### src/rtl/nn_pkg.sv
// Shared fixed-point word type, saturation limits and stage FSM states for the NN datapath.
package nn_pkg;

    localparam int FX_WIDTH = 32;
    localparam int FX_FRAC  = 15;

    typedef logic signed [FX_WIDTH-1:0] fx_word_t;

    localparam fx_word_t FX_MAX = {1'b0, {(FX_WIDTH-1){1'b1}}};
    localparam fx_word_t FX_MIN = {1'b1, {(FX_WIDTH-1){1'b0}}};

    typedef enum logic [1:0] {
        IDLE,
        LOAD,
        RUN,
        DONE
    } state_t;

endpackage

### src/rtl/fx_sat_add.sv
// Combinational signed two's-complement adder that clamps to the representable range
// instead of wrapping; shared by the accumulating stages.
module fx_sat_add #(
    parameter int WIDTH = 32
) (
    input  logic [WIDTH-1:0] a,
    input  logic [WIDTH-1:0] b,
    output logic [WIDTH-1:0] sum
);

    localparam logic [WIDTH-1:0] SAT_MAX = {1'b0, {(WIDTH-1){1'b1}}};
    localparam logic [WIDTH-1:0] SAT_MIN = {1'b1, {(WIDTH-1){1'b0}}};

    logic [WIDTH:0] wide;

    assign wide = {a[WIDTH-1], a} + {b[WIDTH-1], b};

    // The two top bits of the extended sum disagree only on overflow; the extra bit is the true sign.
    always_comb begin
        sum = wide[WIDTH-1:0];
        if (wide[WIDTH] != wide[WIDTH-1]) begin
            sum = wide[WIDTH] ? SAT_MIN : SAT_MAX;
        end
    end

endmodule

### src/rtl/bias_activation.sv
// Adds a per-column bias to the matmul product and applies ReLU, one element per clock.
// Define BIAS_ACTIVATION_LEAKY_EN to replace ReLU with leaky ReLU (arithmetic shift by LEAK_SHIFT).
module bias_activation
    import nn_pkg::*;
#(
    parameter int FRACTION_WIDTH = 15,
    parameter int BIT_WIDTH      = 32,
    parameter int d1             = 5,
    parameter int d3             = 5,
    parameter int LEAK_SHIFT     = 3
) (
    input  logic                                   clk,
    input  logic                                   rst,
    input  logic                                   start,
    input  logic [d1-1:0][d3-1:0][BIT_WIDTH-1:0]   mat_in,
    input  logic [d3-1:0][BIT_WIDTH-1:0]           bias,
    output logic [d1-1:0][d3-1:0][BIT_WIDTH-1:0]   result,
    output logic                                   busy,
    output logic                                   done
);

    localparam int ROW_W = (d1 > 1) ? $clog2(d1) : 1;
    localparam int COL_W = (d3 > 1) ? $clog2(d3) : 1;
    localparam logic [ROW_W-1:0] ROW_LAST = ROW_W'(d1 - 1);
    localparam logic [COL_W-1:0] COL_LAST = COL_W'(d3 - 1);

    if (FRACTION_WIDTH >= BIT_WIDTH || LEAK_SHIFT >= BIT_WIDTH || d1 < 1 || d3 < 1) begin : g_param_check
        $error("bias_activation: invalid parameter combination");
    end

    state_t state;
    state_t state_next;

    logic                                 start_q;
    logic                                 start_edge;
    logic [ROW_W-1:0]                     row;
    logic [COL_W-1:0]                     col;
    logic                                 last_elem;
    logic [d1-1:0][d3-1:0][BIT_WIDTH-1:0] snap_mat;
    logic [d3-1:0][BIT_WIDTH-1:0]         snap_bias;
    logic [BIT_WIDTH-1:0]                 sat_sum;
    logic [BIT_WIDTH-1:0]                 act_value;

    assign start_edge = start & ~start_q;
    assign last_elem  = (row == ROW_LAST) && (col == COL_LAST);
    assign busy       = (state == LOAD) || (state == RUN);
    assign done       = (state == DONE);

    always_ff @(posedge clk) begin
        if (rst) begin
            state <= IDLE;
        end else begin
            state <= state_next;
        end
    end

    always_comb begin
        state_next = state;
        case (state)
            IDLE:    if (start_edge) state_next = LOAD;
            LOAD:    state_next = RUN;
            RUN:     if (last_elem) state_next = DONE;
            DONE:    state_next = IDLE;
            default: state_next = IDLE;
        endcase
    end

    fx_sat_add #(
        .WIDTH (BIT_WIDTH)
    ) u_sat_add (
        .a   (snap_mat[row][col]),
        .b   (snap_bias[col]),
        .sum (sat_sum)
    );

    // Activation acts on the already-saturated sum, so the leaky path can never overflow.
    always_comb begin
        act_value = sat_sum;
        if (sat_sum[BIT_WIDTH-1]) begin
`ifdef BIAS_ACTIVATION_LEAKY_EN
            act_value = BIT_WIDTH'($signed(sat_sum) >>> LEAK_SHIFT);
`else
            act_value = '0;
`endif
        end
    end

    // Inputs are snapshotted in LOAD so upstream may change them once the pass has begun.
    always_ff @(posedge clk) begin
        if (rst) begin
            start_q   <= 1'b0;
            row       <= '0;
            col       <= '0;
            snap_mat  <= '0;
            snap_bias <= '0;
            result    <= '0;
        end else begin
            start_q <= start;
            if (state == LOAD) begin
                snap_mat  <= mat_in;
                snap_bias <= bias;
                row       <= '0;
                col       <= '0;
            end else if (state == RUN) begin
                result[row][col] <= act_value;
                if (col == COL_LAST) begin
                    col <= '0;
                    row <= row + ROW_W'(1);
                end else begin
                    col <= col + COL_W'(1);
                end
            end
        end
    end

endmodule

### config.mk
export PLATFORM = sky130hd
export DESIGN_NAME = bias_activation
export DESIGN_NICKNAME = d
export VERILOG_FILES = /design/src/rtl/nn_pkg.sv /design/src/rtl/fx_sat_add.sv /design/src/rtl/bias_activation.sv
export SDC_FILE = /design/constraint.sdc
export NUM_CORES = 2
export LEC_CHECK = 0
export ABC_CLOCK_PERIOD_IN_PS = 5300
export CAP_MARGIN = 10
export CORE_AREA = 2 2 683 685
export DETAILED_ROUTE_END_ITERATION = 16
export DIE_AREA = 0 0 685 687
export SYNTH_ARGS = -nofsm -noshare
export SYNTH_HDL_FRONTEND = slang
export SYNTH_SLANG_ARGS = --single-unit
### constraint.sdc
create_clock -name clk -period 5.3 [get_ports clk]
set_input_delay 1.06 -clock clk [delete_from_list [all_inputs] [get_ports clk]]
set_output_delay 1.06 -clock clk [all_outputs]
set_load 0.05 [all_outputs]
# After elaboration in Yosys (flattened, before gate mapping)
# Index checks and enable logic that the tools add are counted.
# word_totals
reg_bits,1769
latchBits,0
ramBits,0
romBits,0
inputBits,963
output_inout_bits,802
wordCells,104
mem_count,0
# classes
add_sub_neg,3
mul,0
div,0
order_cmp,4
eq_ne,8
n_shift,0
n_mux,18
n_bitwise,3
reduce_logical,9
# op_table
cell,count
$bwmux 800,1
$bmux 160 s3,1
$demux 160 s3,1
$mux 160,2
$bmux 32 s3,2
$mux 32,5
$demux 32 s3,1
$add 32x32->33,1
$mux 31,1
$lt 3x4->1 const B,2
$pmux 2 s4,1
$add 3x1->3 const B,2
$eq 3x3->1 const B,2
$ge 3x1->1 const B,2
$reduce_and 2->1,3
$eq 2x2->1 const B,2
$mux 2,2
$ne 2x2->1 const B,2
$logic_and 1x1->1,3
$mux 3,1
$eq 2x1->1 const B,1
$logic_not 2->1,1
$not 1->1,2
$reduce_or 2->1,1
other kinds (3),3

# Longest topological paths before layout
# depth
word_depth,9
mapped_depth,24
depth_no_buf,18

# Cells and area by module
# A second synthesis with hierarchy kept.
# unflattened
hier_cells,7906
area_unflattened_um2,70530.1
# by_module_without_submodules
module,instances,cells_each,area_per_inst_um2,seq_area_each_um2
bias_activation,1,7613,68504.5,34913.5
fx_sat_add,1,293,2025.7,0.0

# Worst setup path after synthesis
# OpenSTA, ideal clock, no wires.
# synth_timing
path_kind,flip-flop to flip-flop
startpoint,reg row[0]
endpoint,reg result[187] (netlist name)
setup_ps,117
arrival_ps,4633
required_ps,5183
slack_ps,550
stages_incl_launch_ff,22
path_buffers,5
synth_period_minus_slack_ps,4750
path_cell_list,dfxtp_1 -> clkbuf_1 -> clkbuf_1 -> clkbuf_1 -> mux2i_1 -> o21ai_0 -> a221oi_1 -> o22ai_1 -> nor2_1 -> o21ai_0 -> ha_1 -> fa_1 -> a211oi_1 -> o21ai_2 -> o21ai_1 -> o21ai_2 -> a21oi_2 -> o41a_1 -> buf_2 -> clkbuf_1 -> nor3_1 -> a22o_1
# synth_between
elab_chain_cells,9
elab_cells_between_ends,15
cone_classes,add/sub (1); order compare (2); eq/ne (1); mux (10); reduce/logical (1)
# synth_lines
element,line_no,source
"start, declared",bias_activation.sv:36,logic [ROW_W-1:0] row;
"start signal, assigned",bias_activation.sv:108,row <= row + ROW_W'(1);
$bmux 160 s3,bias_activation.sv:71,".a (snap_mat[row][col]),"
$mux 160 (implied by the code),bias_activation.sv:71,
$bmux 32 s3,bias_activation.sv:71,
$mux 32 (implied by the code),bias_activation.sv:71,
$add 32x32->33,fx_sat_add.sv:16,"assign wide = {a[WIDTH-1], a} + {b[WIDTH-1], b};"
$mux 32 / $ne 1x1->1 (equally long branches),"fx_sat_add.sv:22, fx_sat_add.sv:21",
$mux 32,fx_sat_add.sv:21,if (wide[WIDTH] != wide[WIDTH-1]) begin
$mux 31,bias_activation.sv:79,if (sat_sum[BIT_WIDTH-1]) begin
$bwmux 800 *,bias_activation.sv:105,result[row][col] <= act_value;
"end signal, assigned by index",bias_activation.sv:105,
"end, declared",bias_activation.sv:17,"output logic [d1-1:0][d3-1:0][BIT_WIDTH-1:0] result,"
# Mark *: on every way between the ends. The rest lies on a longest branch, timed or not. The select of a mux whose other input is x is not followed.
# A chain may end at the register's enable or synchronous reset.

# Final worst setup path
# layout_timing
startpoint,reg row[0]
endpoint,reg result[60] (netlist name)
# Same word-level chain as after synthesis.

==> run metrics <==
status complete, no violations; syn_area_per_cell between 9 and 10 um^2; combinational family with the most area after synthesis multiplexers; Clk Latency, worst-skew pair 0.96 ns; core area between 400000 and 500000 um^2; Final Hold Viols 0; DR iter-0 viols around 4800; # DRC 0; EDFF count, synth 0; worst r2r path cells 27; Initial Util 14.39%; Syn-to-layout area delta 61.88%; 1st-pass router iterations 6; max-cap violations 0; post-synth top area share between 50% and 60%; fin cells 15640; vias in the first global route between 50000 and 60000; Crit. path cell count 27; largest net degree at the start of global routing about 220; CTS H-tree depth 4; CP most frequent cell buf_4; Final Slew Violations 0; synthesized cell area 66550 um^2; global-route wire length before repair roughly 550000 um; Cells after DPL roughly 15000; crit path capture type register; post-layout util between 20% and 30%; die area 470600 um^2; CP max stage cell a221oi_1; row cnt between 200 and 300; Die Wd 685 um; Via-to-Cell Ratio 3.973; CTS Buf Count approximately 210; Final min period between 5 and 6 ns; Routed WL per cell roughly 28 um; RD Place Congestion between 0.8 and 0.9; final WL roughly 430000 um; remaining antenna violation count 0; asr flop ratio synth 0%; DIE HEIGHT 687 um; # hold bufs at CTS 0; Worst-Margin Slew between 1 and 1.5 ns; Total GRT Usage ~17%; most frequent cells in the layout dfxtp_1 (1739), clkdlybuf4s50_1 (1736), mux2i_1 (1095), nor2_1 (1016), nand2_1 (976); Compound-Gate Fraction of Synth Area between 10% and 20%; CP Launch Type register; fin nets 10219; CP delay by family, top buffers and inverters; Top FF cell, synth dfxtp_1; hold depth 2; RSZ-0062 raised after global routing true; root buffer cell clkbuf_16; Tcrit/Tclk final between 90% and 100%; # IOs 1765; FMAX around 190 MHz; PwrDens between 400 and 500 nW/um^2; CTS Buffer Depth 4; number of buffer and inverter stages on the critical path 12; Sink Count 1744; max_slew headroom a little over a fifth; Vias just over 60000; Lkg Pwr about 38 nW; post-DP HPWL about 330000 um; critical path class register to register; Synth cell types 73; Synth Area in Adders 0.8009%; clock slew at reported path FFs around 0.06 ns; hold crit path type register to register; mux contribution to synthesized area a little under a fifth; CTS tree yes; WP data arrival between 6 and 7 ns; xor/xnor cell area share of the yosys netlist less than 1%; Pwr Total between 0.05 and 0.06 W; IO buf count approximately 1700; Remaining Overflow, GRT 0; top cells by area, synth dfxtp_1 (52%), mux2i_1 (17%), o21ai_0 (7.2%), nor2_1 (6.0%), nand2_1 (5.5%); register area share after synthesis between 50% and 60%; Max stage delay on crit path between 0.3 and 0.4 ns; Ys Warns 0; leading area contributor after synthesis dfxtp_1; CP Max Fanout 11; WP data required 6.04 ns; simple logic cell fraction of the synthesized area approximately an eighth; Post-Syn Instances around 7100; skew final roughly 0.11 ns; setup violators final 0; share of layout cells above drive strength 1 between 15 and 20%; worst vdd ir about 0.65 mV; initial antenna violation count about 230; commonest non-fill, non-tap cell in the layout dfxtp_1; #FFs+latches synth approximately 1700
==> cell families (layout without fill, tap and decap cells) <==
kind of cell | count (synthesis) | after routing
flip-flops | 1744 | 1744
buffers and inverters | 646 | 2874
AND/OR/NAND/NOR | 2162 | 2162
other | 1 | 103
multiplexers | 1157 | 1157
AO/OA/AOI/OAI | 1356 | 1358
adder cells (fa/ha/maj) | 42 | 42
XOR/XNOR | 26 | 26
==> area by class of cell <==
| cell class | count | area, um^2 |
|---|---|---|
| Sequential cell | 1744 | 34920 |
| Multi-Input combinational cell | 4770 | 32200 |
| Clock inverter | 97 | 1217 |
| Antenna cell | 78 | 195.2 |
| Timing Repair Buffer | 2443 | 25360 |
| Tap cell | 6174 | 7725 |
| Inverter | 46 | 172.7 |
| Fill cell | 50005 | 354900 |
| Clock buffer | 288 | 5947 |
==> state kept, by name, summed over array words and instances (netlist names) <==
| register | cells |
|---|---|
| col | 3 |
| result | 775 |
| row | 3 |
| snap_bias | 160 |
| snap_mat | 800 |
| start_q | 1 |
| state | 2 |
==> cell usage after synthesis, drive strengths merged, types with 2 or more instances <==
library cell  instances
and2                  7
o211ai                7
mux4                 32
a21oi                53
o21bai                3
o41ai                 4
o31ai                 6
or2                   6
a31oi                 9
o21a                  2
xnor2                14
ha                   41
nor2b                 2
a211oi                5
a32o                 12
mux2i              1125
nand2b                4
dfxtp              1744
nor4b                 2
nand3                27
a211o                 2
a311oi                2
a22o                 13
inv                  46
or3                   9
clkbuf              455
o21ai               991
nor2               1068
nand2               983
and3                  8
and4                  2
a221oi              160
xor2                 12
o22ai                65
a21o                 10
nand4                13
buf                 145
nor3                 28
==> routing by layer <==
layer | GRT usage [%] | wire, um | up-vias
li1 | - | - | 28735
met1 | 19.29 | 164900 | 30053
met2 | 30.79 | 220600 | 2450
met3 | 4.065 | 28940 | 802
met4 | 6.468 | 19290 | 98
met5 | 0 | 645 | -
==> report_power, final <==
| part | total, W | switching (W) | internal [W] |
|---|---|---|---|
| Combinational | 0.0214 | 0.0128 | 0.00860 |
| Sequential | 0.0165 | 0.00140 | 0.0151 |
| Clock | 0.0151 | 0.00643 | 0.00868 |
| Total | 0.0530 | 0.0206 | 0.0323 |
==> repair_timing <==
action                                  CTS  global route
cloned                                   13            15
pin swaps                                36           109
endpoints found under the setup margin  775           775
resized for setup                       206           446
setup buffers                            26            63
==> worst reg2reg max path: stages, from the launching register on <==
cell	delay [ns]
dfxtp_4	0.37
buf_12	0.13
buf_4	0.16
clkbuf_16	0.23
buf_12	0.15
buf_4	0.12
mux2i_1	0.16
o21ai_0	0.17
a221oi_1	0.38
o22ai_2	0.14
nor2_2	0.12
buf_6	0.15
o21ai_0	0.10
buf_4	0.22
ha_4	0.29
and3_4	0.18
and4_4	0.24
o21ai_4	0.08
a311oi_2	0.27
nor3_2	0.08
buf_4	0.16
xnor2_4	0.16
buf_12	0.15
buf_4	0.13
a41oi_4	0.19
buf_12	0.18
clkbuf_16	0.29
o21ai_0	0.13
==> through the flow <==
| step | worst slack (ns) | hold slack (ns) | setup TNS, ns | cell area [um^2] |
|---|---|---|---|---|
| 3_5_place_dp | -2.086 | 0.4408 | -1020.57 | 95930 |
| 2_1_floorplan | 0.5502 | 0.4546 | 0 | 66640 |
| 4_1_cts | -0.2231 | 0.4514 | -29.30 | 104700 |
| 3_3_place_gp | -2.048 | 0.4325 | -1021.64 | 95930 |
| 5_1_grt | -0.1284 | 0.4587 | -8.625 | 107700 |
| 6_report | 0.01026 | 0.4462 | 0 | 107700 |
==> path summary, 6_finish.rpt <==
check                                 start     endpoint  slack [ns]
worst min-delay path            result[110]  result[110]        0.45
worst max-delay path                 row[0]   result[60]        0.01
worst min register to register  result[110]  result[110]        0.45
worst max register to register       row[0]   result[60]        0.01
(Power assumes the default switching activity.)
